**config.mk**
```make
export PLATFORM = sky130hd
export DESIGN_NAME = hazard_ctrl_flat
export DESIGN_NICKNAME = d
export VERILOG_FILES = /design/src/rtl/hazard_pkg.sv /design/src/rtl/hazard_ctrl_if.sv /design/src/rtl/forward_unit.sv /design/src/rtl/hazard_ctrl.sv /design/src/flat_wrapper.sv
export SDC_FILE = /design/constraint.sdc
export NUM_CORES = 1
export LEC_CHECK = 0
export ABC_CLOCK_PERIOD_IN_PS = 4200
export BUFFER_PORTS_ARGS = -buffer_cell sky130_fd_sc_hd__buf_2
export CAP_MARGIN = 20
export CORE_ASPECT_RATIO = 1.5
export CORE_MARGIN = 8
export CORE_UTILIZATION = 40
export CTS_CLUSTER_SIZE = 8
export DETAILED_ROUTE_END_ITERATION = 8
export PLACE_DENSITY_LB_ADDON = 0.1
export SYNTH_ARGS = -nofsm -noshare
export SYNTH_HDL_FRONTEND = slang
export SYNTH_SLANG_ARGS = --single-unit
```
**constraint.sdc**
```tcl
create_clock -name clk -period 4.2 [get_ports clk]
set_clock_uncertainty 0.15 [all_clocks]
set_input_delay 0.42 -clock clk [delete_from_list [all_inputs] [get_ports clk]]
set_output_delay 0.42 -clock clk [all_outputs]
set_load 0.005 [all_outputs]
```
**src/rtl/hazard_pkg.sv**
```systemverilog
// -----------------------------------------------------------------------------
// hazard_pkg
// Shared types and constants for the RV32I pipeline hazard controller.
//   fwd_sel_e   : EX operand forward select (regfile / WB result / MEM ALU result)
//   hz_state_e  : MEM-stage access sequencer states
//   REG_ZERO    : x0, never a forwarding or load-use source
//   WIDTH       : datapath width, kept so the whole pipeline shares one constant
// -----------------------------------------------------------------------------
package hazard_pkg;

  localparam int WIDTH = 32;

  localparam logic [4:0] REG_ZERO = 5'd0;

  typedef enum logic [1:0] {
    FWD_RF = 2'b00,
    FWD_W  = 2'b01,
    FWD_M  = 2'b10
  } fwd_sel_e;

  typedef enum logic [1:0] {
    RUN      = 2'b00,
    MEM_WAIT = 2'b01,
    ERR      = 2'b10
  } hz_state_e;

endpackage

```
**src/rtl/hazard_ctrl_if.sv**
```systemverilog
// -----------------------------------------------------------------------------
// hazard_ctrl_if
// Bundle of every signal exchanged between the hazard controller and the
// pipeline datapath / data memory.
//   master : the hazard controller (drives stage controls, forwards, mem_req_o)
//   slave  : the datapath side (drives register fields, stage control bits,
//            mem_ready_i)
// Build option: HAZARD_PERF_EN adds the three performance counter outputs.
// -----------------------------------------------------------------------------
interface hazard_ctrl_if;

  logic [4:0] Rs1_D, Rs2_D;
  logic [4:0] Rs1_E, Rs2_E, Rd_E;
  logic       MemRead_E;
  logic       PCSrc_E;
  logic [4:0] Rd_M;
  logic       RegWrite_M, MemRead_M, MemWrite_M;
  logic [4:0] Rd_W;
  logic       RegWrite_W;
  logic       mem_ready_i;

  logic       mem_req_o;
  logic [1:0] ForwardA_E, ForwardB_E;
  logic       Stall_F, Stall_D, Stall_E, Stall_M;
  logic       Flush_D, Flush_E;
  logic       mem_err_o;
`ifdef HAZARD_PERF_EN
  logic [31:0] perf_memstall_o, perf_loaduse_o, perf_flush_o;
`endif

  modport master (
    input  Rs1_D, Rs2_D, Rs1_E, Rs2_E, Rd_E, MemRead_E, PCSrc_E,
           Rd_M, RegWrite_M, MemRead_M, MemWrite_M, Rd_W, RegWrite_W,
           mem_ready_i,
    output mem_req_o, ForwardA_E, ForwardB_E,
           Stall_F, Stall_D, Stall_E, Stall_M, Flush_D, Flush_E, mem_err_o
`ifdef HAZARD_PERF_EN
    , output perf_memstall_o, perf_loaduse_o, perf_flush_o
`endif
  );

  modport slave (
    output Rs1_D, Rs2_D, Rs1_E, Rs2_E, Rd_E, MemRead_E, PCSrc_E,
           Rd_M, RegWrite_M, MemRead_M, MemWrite_M, Rd_W, RegWrite_W,
           mem_ready_i,
    input  mem_req_o, ForwardA_E, ForwardB_E,
           Stall_F, Stall_D, Stall_E, Stall_M, Flush_D, Flush_E, mem_err_o
`ifdef HAZARD_PERF_EN
    , input perf_memstall_o, perf_loaduse_o, perf_flush_o
`endif
  );

endinterface

```
**src/rtl/forward_unit.sv**
```systemverilog
// -----------------------------------------------------------------------------
// forward_unit
// Combinational forward select for one EX source operand. The MEM-stage
// producer is younger than the WB-stage one, so it takes priority.
//   rs_e              : source register of the operand in EX
//   rd_m, reg_write_m : MEM-stage destination and write enable
//   rd_w, reg_write_w : WB-stage destination and write enable
//   fwd               : FWD_M / FWD_W / FWD_RF
// -----------------------------------------------------------------------------
module forward_unit
  import hazard_pkg::*;
(
  input  logic [4:0] rs_e,
  input  logic [4:0] rd_m,
  input  logic       reg_write_m,
  input  logic [4:0] rd_w,
  input  logic       reg_write_w,
  output fwd_sel_e   fwd
);

  always_comb begin
    if (reg_write_m && rd_m != REG_ZERO && rd_m == rs_e)
      fwd = FWD_M;
    else if (reg_write_w && rd_w != REG_ZERO && rd_w == rs_e)
      fwd = FWD_W;
    else
      fwd = FWD_RF;
  end

endmodule

```
**src/rtl/hazard_ctrl.sv**
```systemverilog
// -----------------------------------------------------------------------------
// hazard_ctrl
// Central hazard controller for the 5-stage RV32I pipeline: EX forwarding,
// stage stall/flush, and sequencing of the MEM-stage data access through a
// req/ready handshake guarded by a timeout watchdog.
//   clk, rst_n : clock (rising edge), asynchronous active-low reset
//   hif        : hazard_ctrl_if.master (all pipeline/memory signals)
// Parameters:
//   MEM_TIMEOUT : MEM_WAIT cycles without ready before mem_err_o is raised
//   TO_W        : timeout counter width, >= clog2(MEM_TIMEOUT+1)
// Build option: HAZARD_PERF_EN adds stall/load-use/flush cycle counters.
// All stage controls are combinational from inputs and state; only the FSM,
// the timeout count and mem_err_o (and the optional counters) are registered.
// -----------------------------------------------------------------------------
module hazard_ctrl
  import hazard_pkg::*;
#(
  parameter int MEM_TIMEOUT = 64,
  parameter int TO_W        = 7
) (
  input logic        clk,
  input logic        rst_n,
  hazard_ctrl_if.master hif
);

  hz_state_e         state_q;
  logic [TO_W-1:0]   to_cnt_q;
  logic              mem_err_q;

  fwd_sel_e fwd_a, fwd_b;

  forward_unit u_fwd_a (
    .rs_e        (hif.Rs1_E),
    .rd_m        (hif.Rd_M),
    .reg_write_m (hif.RegWrite_M),
    .rd_w        (hif.Rd_W),
    .reg_write_w (hif.RegWrite_W),
    .fwd         (fwd_a)
  );

  forward_unit u_fwd_b (
    .rs_e        (hif.Rs2_E),
    .rd_m        (hif.Rd_M),
    .reg_write_m (hif.RegWrite_M),
    .rd_w        (hif.Rd_W),
    .reg_write_w (hif.RegWrite_W),
    .fwd         (fwd_b)
  );

  logic mem_access, mem_stall, load_use, branch;

  assign mem_access = hif.MemRead_M | hif.MemWrite_M;
  assign mem_stall  = ((state_q == RUN) && mem_access && !hif.mem_ready_i) ||
                      ((state_q == MEM_WAIT) && !hif.mem_ready_i);
  assign load_use   = hif.MemRead_E && (hif.Rd_E != REG_ZERO) &&
                      ((hif.Rd_E == hif.Rs1_D) || (hif.Rd_E == hif.Rs2_D));
  assign branch     = hif.PCSrc_E;

  logic stall_f, stall_d, stall_e, stall_m, flush_d, flush_e, req;

  // Priority: ERR > mem_stall > branch > load-use. Everything is forced low
  // while rst_n is asserted, independent of the clock.
  always_comb begin
    // NOTE: every output gets a default first so no path leaves it unassigned
    // (which would infer a latch).
    stall_f = 1'b0;
    stall_d = 1'b0;
    stall_e = 1'b0;
    stall_m = 1'b0;
    flush_d = 1'b0;
    flush_e = 1'b0;
    req     = 1'b0;
    if (rst_n) begin
      if (state_q == ERR) begin
        {stall_f, stall_d, stall_e, stall_m} = 4'b1111;
      end else begin
        req = mem_access;
        if (mem_stall) begin
          // The branch in EX is frozen with the rest of the pipe and is acted
          // on once memory releases the stall.
          {stall_f, stall_d, stall_e, stall_m} = 4'b1111;
        end else if (branch) begin
          flush_d = 1'b1;
          flush_e = 1'b1;
        end else if (load_use) begin
          stall_f = 1'b1;
          stall_d = 1'b1;
          flush_e = 1'b1;
        end
      end
    end
  end

  assign hif.Stall_F    = stall_f;
  assign hif.Stall_D    = stall_d;
  assign hif.Stall_E    = stall_e;
  assign hif.Stall_M    = stall_m;
  assign hif.Flush_D    = flush_d;
  assign hif.Flush_E    = flush_e;
  assign hif.mem_req_o  = req;
  assign hif.ForwardA_E = rst_n ? fwd_a : FWD_RF;
  assign hif.ForwardB_E = rst_n ? fwd_b : FWD_RF;
  assign hif.mem_err_o  = mem_err_q;

  localparam logic [TO_W-1:0] TO_LAST = TO_W'(MEM_TIMEOUT - 1);

  // NOTE: state registers use non-blocking assignments so every flop samples
  // the pre-edge values regardless of statement order.
  always_ff @(posedge clk or negedge rst_n) begin
    if (!rst_n) begin
      state_q   <= RUN;
      to_cnt_q  <= '0;
      mem_err_q <= 1'b0;
    end else begin
      unique case (state_q)
        RUN: begin
          if (mem_access && !hif.mem_ready_i) begin
            state_q  <= MEM_WAIT;
            to_cnt_q <= '0;
          end
        end
        MEM_WAIT: begin
          if (hif.mem_ready_i) begin
            state_q  <= RUN;
            to_cnt_q <= '0;
          end else if (to_cnt_q == TO_LAST) begin
            state_q   <= ERR;
            to_cnt_q  <= '0;
            mem_err_q <= 1'b1;
          end else begin
            to_cnt_q <= to_cnt_q + 1'b1;
          end
        end
        ERR: ;  // absorbing until reset
        default: state_q <= RUN;
      endcase
    end
  end

`ifdef HAZARD_PERF_EN
  logic [31:0] perf_memstall_q, perf_loaduse_q, perf_flush_q;

  // Counters follow the effective (priority-resolved) controls and stop in ERR.
  always_ff @(posedge clk or negedge rst_n) begin
    if (!rst_n) begin
      perf_memstall_q <= '0;
      perf_loaduse_q  <= '0;
      perf_flush_q    <= '0;
    end else if (state_q != ERR) begin
      if (mem_stall)                        perf_memstall_q <= perf_memstall_q + 1'b1;
      if (!mem_stall && !branch && load_use) perf_loaduse_q <= perf_loaduse_q + 1'b1;
      if (!mem_stall && branch)             perf_flush_q    <= perf_flush_q + 1'b1;
    end
  end

  assign hif.perf_memstall_o = perf_memstall_q;
  assign hif.perf_loaduse_o  = perf_loaduse_q;
  assign hif.perf_flush_o    = perf_flush_q;
`endif

endmodule

```
**src/flat_wrapper.sv**
```systemverilog
// flat-port wrapper written by rule: the top's interface ports become plain ports
module hazard_ctrl_flat import hazard_pkg::*;
#(
  parameter int MEM_TIMEOUT = 64,
  parameter int TO_W        = 7
)
  (clk, rst_n, hif_Rs1_D, hif_Rs2_D, hif_Rs1_E, hif_Rs2_E, hif_Rd_E, hif_MemRead_E, hif_PCSrc_E, hif_Rd_M, hif_RegWrite_M, hif_MemRead_M, hif_MemWrite_M, hif_Rd_W, hif_RegWrite_W, hif_mem_ready_i, hif_mem_req_o, hif_ForwardA_E, hif_ForwardB_E, hif_Stall_F, hif_Stall_D, hif_Stall_E, hif_Stall_M, hif_Flush_D, hif_Flush_E, hif_mem_err_o);
  hazard_ctrl_if hif_i ();
  input logic clk;
  input logic rst_n;
  input wire logic [$bits(hif_i.Rs1_D)-1:0] hif_Rs1_D;
  input wire logic [$bits(hif_i.Rs2_D)-1:0] hif_Rs2_D;
  input wire logic [$bits(hif_i.Rs1_E)-1:0] hif_Rs1_E;
  input wire logic [$bits(hif_i.Rs2_E)-1:0] hif_Rs2_E;
  input wire logic [$bits(hif_i.Rd_E)-1:0] hif_Rd_E;
  input wire logic [$bits(hif_i.MemRead_E)-1:0] hif_MemRead_E;
  input wire logic [$bits(hif_i.PCSrc_E)-1:0] hif_PCSrc_E;
  input wire logic [$bits(hif_i.Rd_M)-1:0] hif_Rd_M;
  input wire logic [$bits(hif_i.RegWrite_M)-1:0] hif_RegWrite_M;
  input wire logic [$bits(hif_i.MemRead_M)-1:0] hif_MemRead_M;
  input wire logic [$bits(hif_i.MemWrite_M)-1:0] hif_MemWrite_M;
  input wire logic [$bits(hif_i.Rd_W)-1:0] hif_Rd_W;
  input wire logic [$bits(hif_i.RegWrite_W)-1:0] hif_RegWrite_W;
  input wire logic [$bits(hif_i.mem_ready_i)-1:0] hif_mem_ready_i;
  output wire logic [$bits(hif_i.mem_req_o)-1:0] hif_mem_req_o;
  output wire logic [$bits(hif_i.ForwardA_E)-1:0] hif_ForwardA_E;
  output wire logic [$bits(hif_i.ForwardB_E)-1:0] hif_ForwardB_E;
  output wire logic [$bits(hif_i.Stall_F)-1:0] hif_Stall_F;
  output wire logic [$bits(hif_i.Stall_D)-1:0] hif_Stall_D;
  output wire logic [$bits(hif_i.Stall_E)-1:0] hif_Stall_E;
  output wire logic [$bits(hif_i.Stall_M)-1:0] hif_Stall_M;
  output wire logic [$bits(hif_i.Flush_D)-1:0] hif_Flush_D;
  output wire logic [$bits(hif_i.Flush_E)-1:0] hif_Flush_E;
  output wire logic [$bits(hif_i.mem_err_o)-1:0] hif_mem_err_o;
  assign hif_i.Rs1_D = hif_Rs1_D;
  assign hif_i.Rs2_D = hif_Rs2_D;
  assign hif_i.Rs1_E = hif_Rs1_E;
  assign hif_i.Rs2_E = hif_Rs2_E;
  assign hif_i.Rd_E = hif_Rd_E;
  assign hif_i.MemRead_E = hif_MemRead_E;
  assign hif_i.PCSrc_E = hif_PCSrc_E;
  assign hif_i.Rd_M = hif_Rd_M;
  assign hif_i.RegWrite_M = hif_RegWrite_M;
  assign hif_i.MemRead_M = hif_MemRead_M;
  assign hif_i.MemWrite_M = hif_MemWrite_M;
  assign hif_i.Rd_W = hif_Rd_W;
  assign hif_i.RegWrite_W = hif_RegWrite_W;
  assign hif_i.mem_ready_i = hif_mem_ready_i;
  assign hif_mem_req_o = hif_i.mem_req_o;
  assign hif_ForwardA_E = hif_i.ForwardA_E;
  assign hif_ForwardB_E = hif_i.ForwardB_E;
  assign hif_Stall_F = hif_i.Stall_F;
  assign hif_Stall_D = hif_i.Stall_D;
  assign hif_Stall_E = hif_i.Stall_E;
  assign hif_Stall_M = hif_i.Stall_M;
  assign hif_Flush_D = hif_i.Flush_D;
  assign hif_Flush_E = hif_i.Flush_E;
  assign hif_mem_err_o = hif_i.mem_err_o;
  hazard_ctrl #(.MEM_TIMEOUT(MEM_TIMEOUT), .TO_W(TO_W)) u_core (.clk(clk), .rst_n(rst_n), .hif(hif_i));
endmodule
```
==> results by group <==
GRT
  • Total gr overflow: 0
  • Number of global-route vias before repair: 1165
  • Wire length of the first global-routing pass: 4.69 mm
  • Largest net degree at the start of global routing: 18
  • Initial antenna violation count: 0
  • All-layer global routing usage: 0.124

Clock tree
  • Post-CTS Setup Bufs: 0
  • H-Tree Depth: 1
  • Worst skew pair latency: 0.26 ns
  • Number of buffers on the longest clock path: 2
  • PostCTS Resize Cnt: 0
  • Clock sink total: 10
  • Clock slew at reported path FFs: 0.06 ns
  • Clock root buffer master: sky130_fd_sc_hd__clkbuf_4
  • Number of buffers inserted during clock tree synthesis: 3
  • Clock tree from TritonCTS: yes

Synth
  • Netlist area before placement: 962 sq um
  • Ys flop type: sky130_fd_sc_hd__dfrtp_1
  • Post-Synthesis Cells: 111
  • Mean area per synthesized cell: 8.67 sq um
  • Syn_nets: 156
  • FFs w/ async S/R, synth: 1.00
  • Synthesis Warnings: 0
  • Share of the yosys chip area belonging to registers: 0.260
  • Post-synth EDFFs: 0
  • Post-synthesis cell type count: 35
  • Number of storage elements in the synthesis netlist: 10

Floorplan
  • Horizontal die dimension: 56.0 um
  • Total Die Area: 0.00426 sq mm
  • Top-level port count: 56
  • Die Span Y: 76.1 um
  • Row count: 22
  • Effective utilization at floorplan: 0.406
  • Area inside the core boundary: 0.00237 sq mm

Critical path
  • Critical path startpoint: rst_n
  • Arrival time worst endpoint: 2.12 ns
  • Max FO, Critical Path: 17
  • Endpoint type of the worst setup path: output port
  • Startpoint type of the worst setup path: input pin
  • Launch instance of the worst register-to-register path: u_core.to_cnt_q[0]
  • Kind of critical path: input pin to output port
  • Data required, critical path: 3.63 ns

STA
  • Least-Margin Pin Slew: 0.528 ns
  • Relative slew margins: 0.647
  • Setup slack after layout: 1.51 ns
  • Fin Setup TNS: 0 ns
  • Worst Hold Margin: 0.254 ns
  • Period minus WS final: 2.69 ns
  • FMAX: 0.372 GHz
  • Final worst-path cycle share: 0.640
  • Final hold violation count: 0
  • Final slew viol count: 0
  • Final setup violation count: 0
  • Unrepaired setup endpoints after global routing: no

Cells and area
  • Number of antenna cells inserted: 0
  • Fin nets: 215
  • Share of final-layout standard cells stronger than drive strength 1: 0.387
  • Most frequent cells in the layout: sky130_fd_sc_hd__buf_2, sky130_fd_sc_hd__xor2_1, sky130_fd_sc_hd__dfrtp_1
  • Combined area of the multi-input logic cells: 686 sq um
  • Filler Cells Inserted: 243
  • Most frequent standard cell in the layout excluding fill and tap cells: sky130_fd_sc_hd__buf_2
  • Final non-filler cell area: 0.00128 sq mm
  • Core Util, Final: 0.543
  • Area growth syn-to-layout: 33.5%
  • Non-filler cells, final: 192
  • Area used by sequential logic in the layout: 250 sq um

Routing
  • Via density per instance: 5.44
  • Average wire length per cell after detail routing: 14.1 um
  • Total iterations of the first detailed-routing run: 4
  • Post-route antenna net violation count: 0
  • DRT Wirelength: 2.71 mm
  • Final routed DRC violation total: 0
  • Number of violations reported at the end of detailed-routing iteration 0: 21
  • Vias after detailed routing: 1045

Place
  • Post-Place Setup Slack: 1.91 ns
  • DP Wirelength: 2.37 mm
  • Area post-placement: 0.00125 sq mm
  • Placed Cells: 188
  • Final RePlAce weighted congestion: 0.841
  • Total of buffers placed on input and output ports: 55

Job
  • Count of max-cap constraint violations: 0

Min path
  • Class of the tightest hold or removal check: input pin to flop
  • Worst Hold Launch: hif_mem_ready_i

Power
  • Tot Pwr: 0.250 mW
  • LEAKAGE: 0.637 nW
  • Power density cells: 194 mW/mm^2
  • Worst IR Drop VDD: 0.000229 V

Status
  • Result of the run: complete, no violations
-- flip-flops by register name, indices dropped and copies added, names as in the netlist --
signal / flops
u_core.state_q: 2
u_core.hif.mem_err_o: 1
u_core.to_cnt_q: 7
-- path summary, 6_finish.rpt --
check	to	slack, ns	depth (start not counted)
max in group asynchronous	u_core.to_cnt_q[1]	3.20	2
min	u_core.state_q[0]	0.25	2
max reg2reg	u_core.to_cnt_q[0]	2.55	4
min reg2reg	u_core.hif.mem_err_o	0.30	1
min in group asynchronous	u_core.to_cnt_q[2]	0.45	2
max	hif_Stall_F	1.51	6
-- logic make-up after synthesis --
| logic type | count (synthesis) | share of synthesized area |
|---|---|---|
| mux | 1 | 0.0117 |
| flops | 10 | 0.260 |
| simple gates | 39 | 0.225 |
| compound gates | 24 | 0.181 |
| buf+inv | 5 | 0.0273 |
| xor+xnor | 31 | 0.282 |
| fa+ha+maj | 1 | 0.0130 |
-- metal layers --
layer,global-route usage,part of all wire,routed length [um],up-vias
met2,0.222,0.51,1370,41
met5,0,0,0,-
met1,0.131,0.40,1080,482
li1,-,-,-,516
met3,0.0383,0.075,203,6
met4,0.0435,0.021,56,0
-- cell type report --
class	instances	area share
multi-input combinational	96	0.534
timing repair buffer	56	0.222
clock buffer	3	0.0175
sequential	10	0.195
inverter	3	0.00876
tap	24	0.0234
-- Yosys cell counts (2+ instances only) --
cell type / instances / share of area
sky130_fd_sc_hd__xnor2_1: 6 / 0.055
sky130_fd_sc_hd__or3_1: 2 / 0.013
sky130_fd_sc_hd__nand3_1: 5 / 0.026
sky130_fd_sc_hd__dfrtp_1: 10 / 0.26
sky130_fd_sc_hd__or4_1: 2 / 0.016
sky130_fd_sc_hd__o2111ai_1: 2 / 0.018
sky130_fd_sc_hd__o31ai_1: 3 / 0.023
sky130_fd_sc_hd__nor3_1: 6 / 0.031
sky130_fd_sc_hd__and2_1: 2 / 0.013
sky130_fd_sc_hd__xor2_1: 25 / 0.23
sky130_fd_sc_hd__buf_4: 2 / 0.016
sky130_fd_sc_hd__nor4_1: 3 / 0.020
sky130_fd_sc_hd__inv_1: 3 / 0.012
sky130_fd_sc_hd__a22o_1: 2 / 0.018
sky130_fd_sc_hd__nand2_1: 5 / 0.020
sky130_fd_sc_hd__o21ai_0: 6 / 0.031
sky130_fd_sc_hd__o31a_1: 2 / 0.018
sky130_fd_sc_hd__nor2_1: 8 / 0.031
-- what timing repair did --
| action | 4_1_cts | 5_1_grt |
|---|---|---|
| endpoints found under the setup margin | 0 | 0 |
| hold buffers | 1 | 0 |
| hold endpoints to repair | 10 | 0 |
-- worst max-delay path: stages --
cell and delay [ns]:
sky130_fd_sc_hd__dlygate4sd3_1 0.52, sky130_fd_sc_hd__buf_2 0.32, sky130_fd_sc_hd__inv_1 0.14, sky130_fd_sc_hd__or3_1 0.40, sky130_fd_sc_hd__o22ai_1 0.17, sky130_fd_sc_hd__buf_2 0.15
-- where the power goes --
part           total [mW]  internal, mW  leakage [nW]  switching, mW
sequential          0.102        0.0992         0.136        0.00291
combinational      0.0853        0.0424         0.487         0.0429
clock              0.0621        0.0329        0.0138         0.0292
total               0.250         0.175         0.637         0.0750
(Power assumes the default switching activity.)
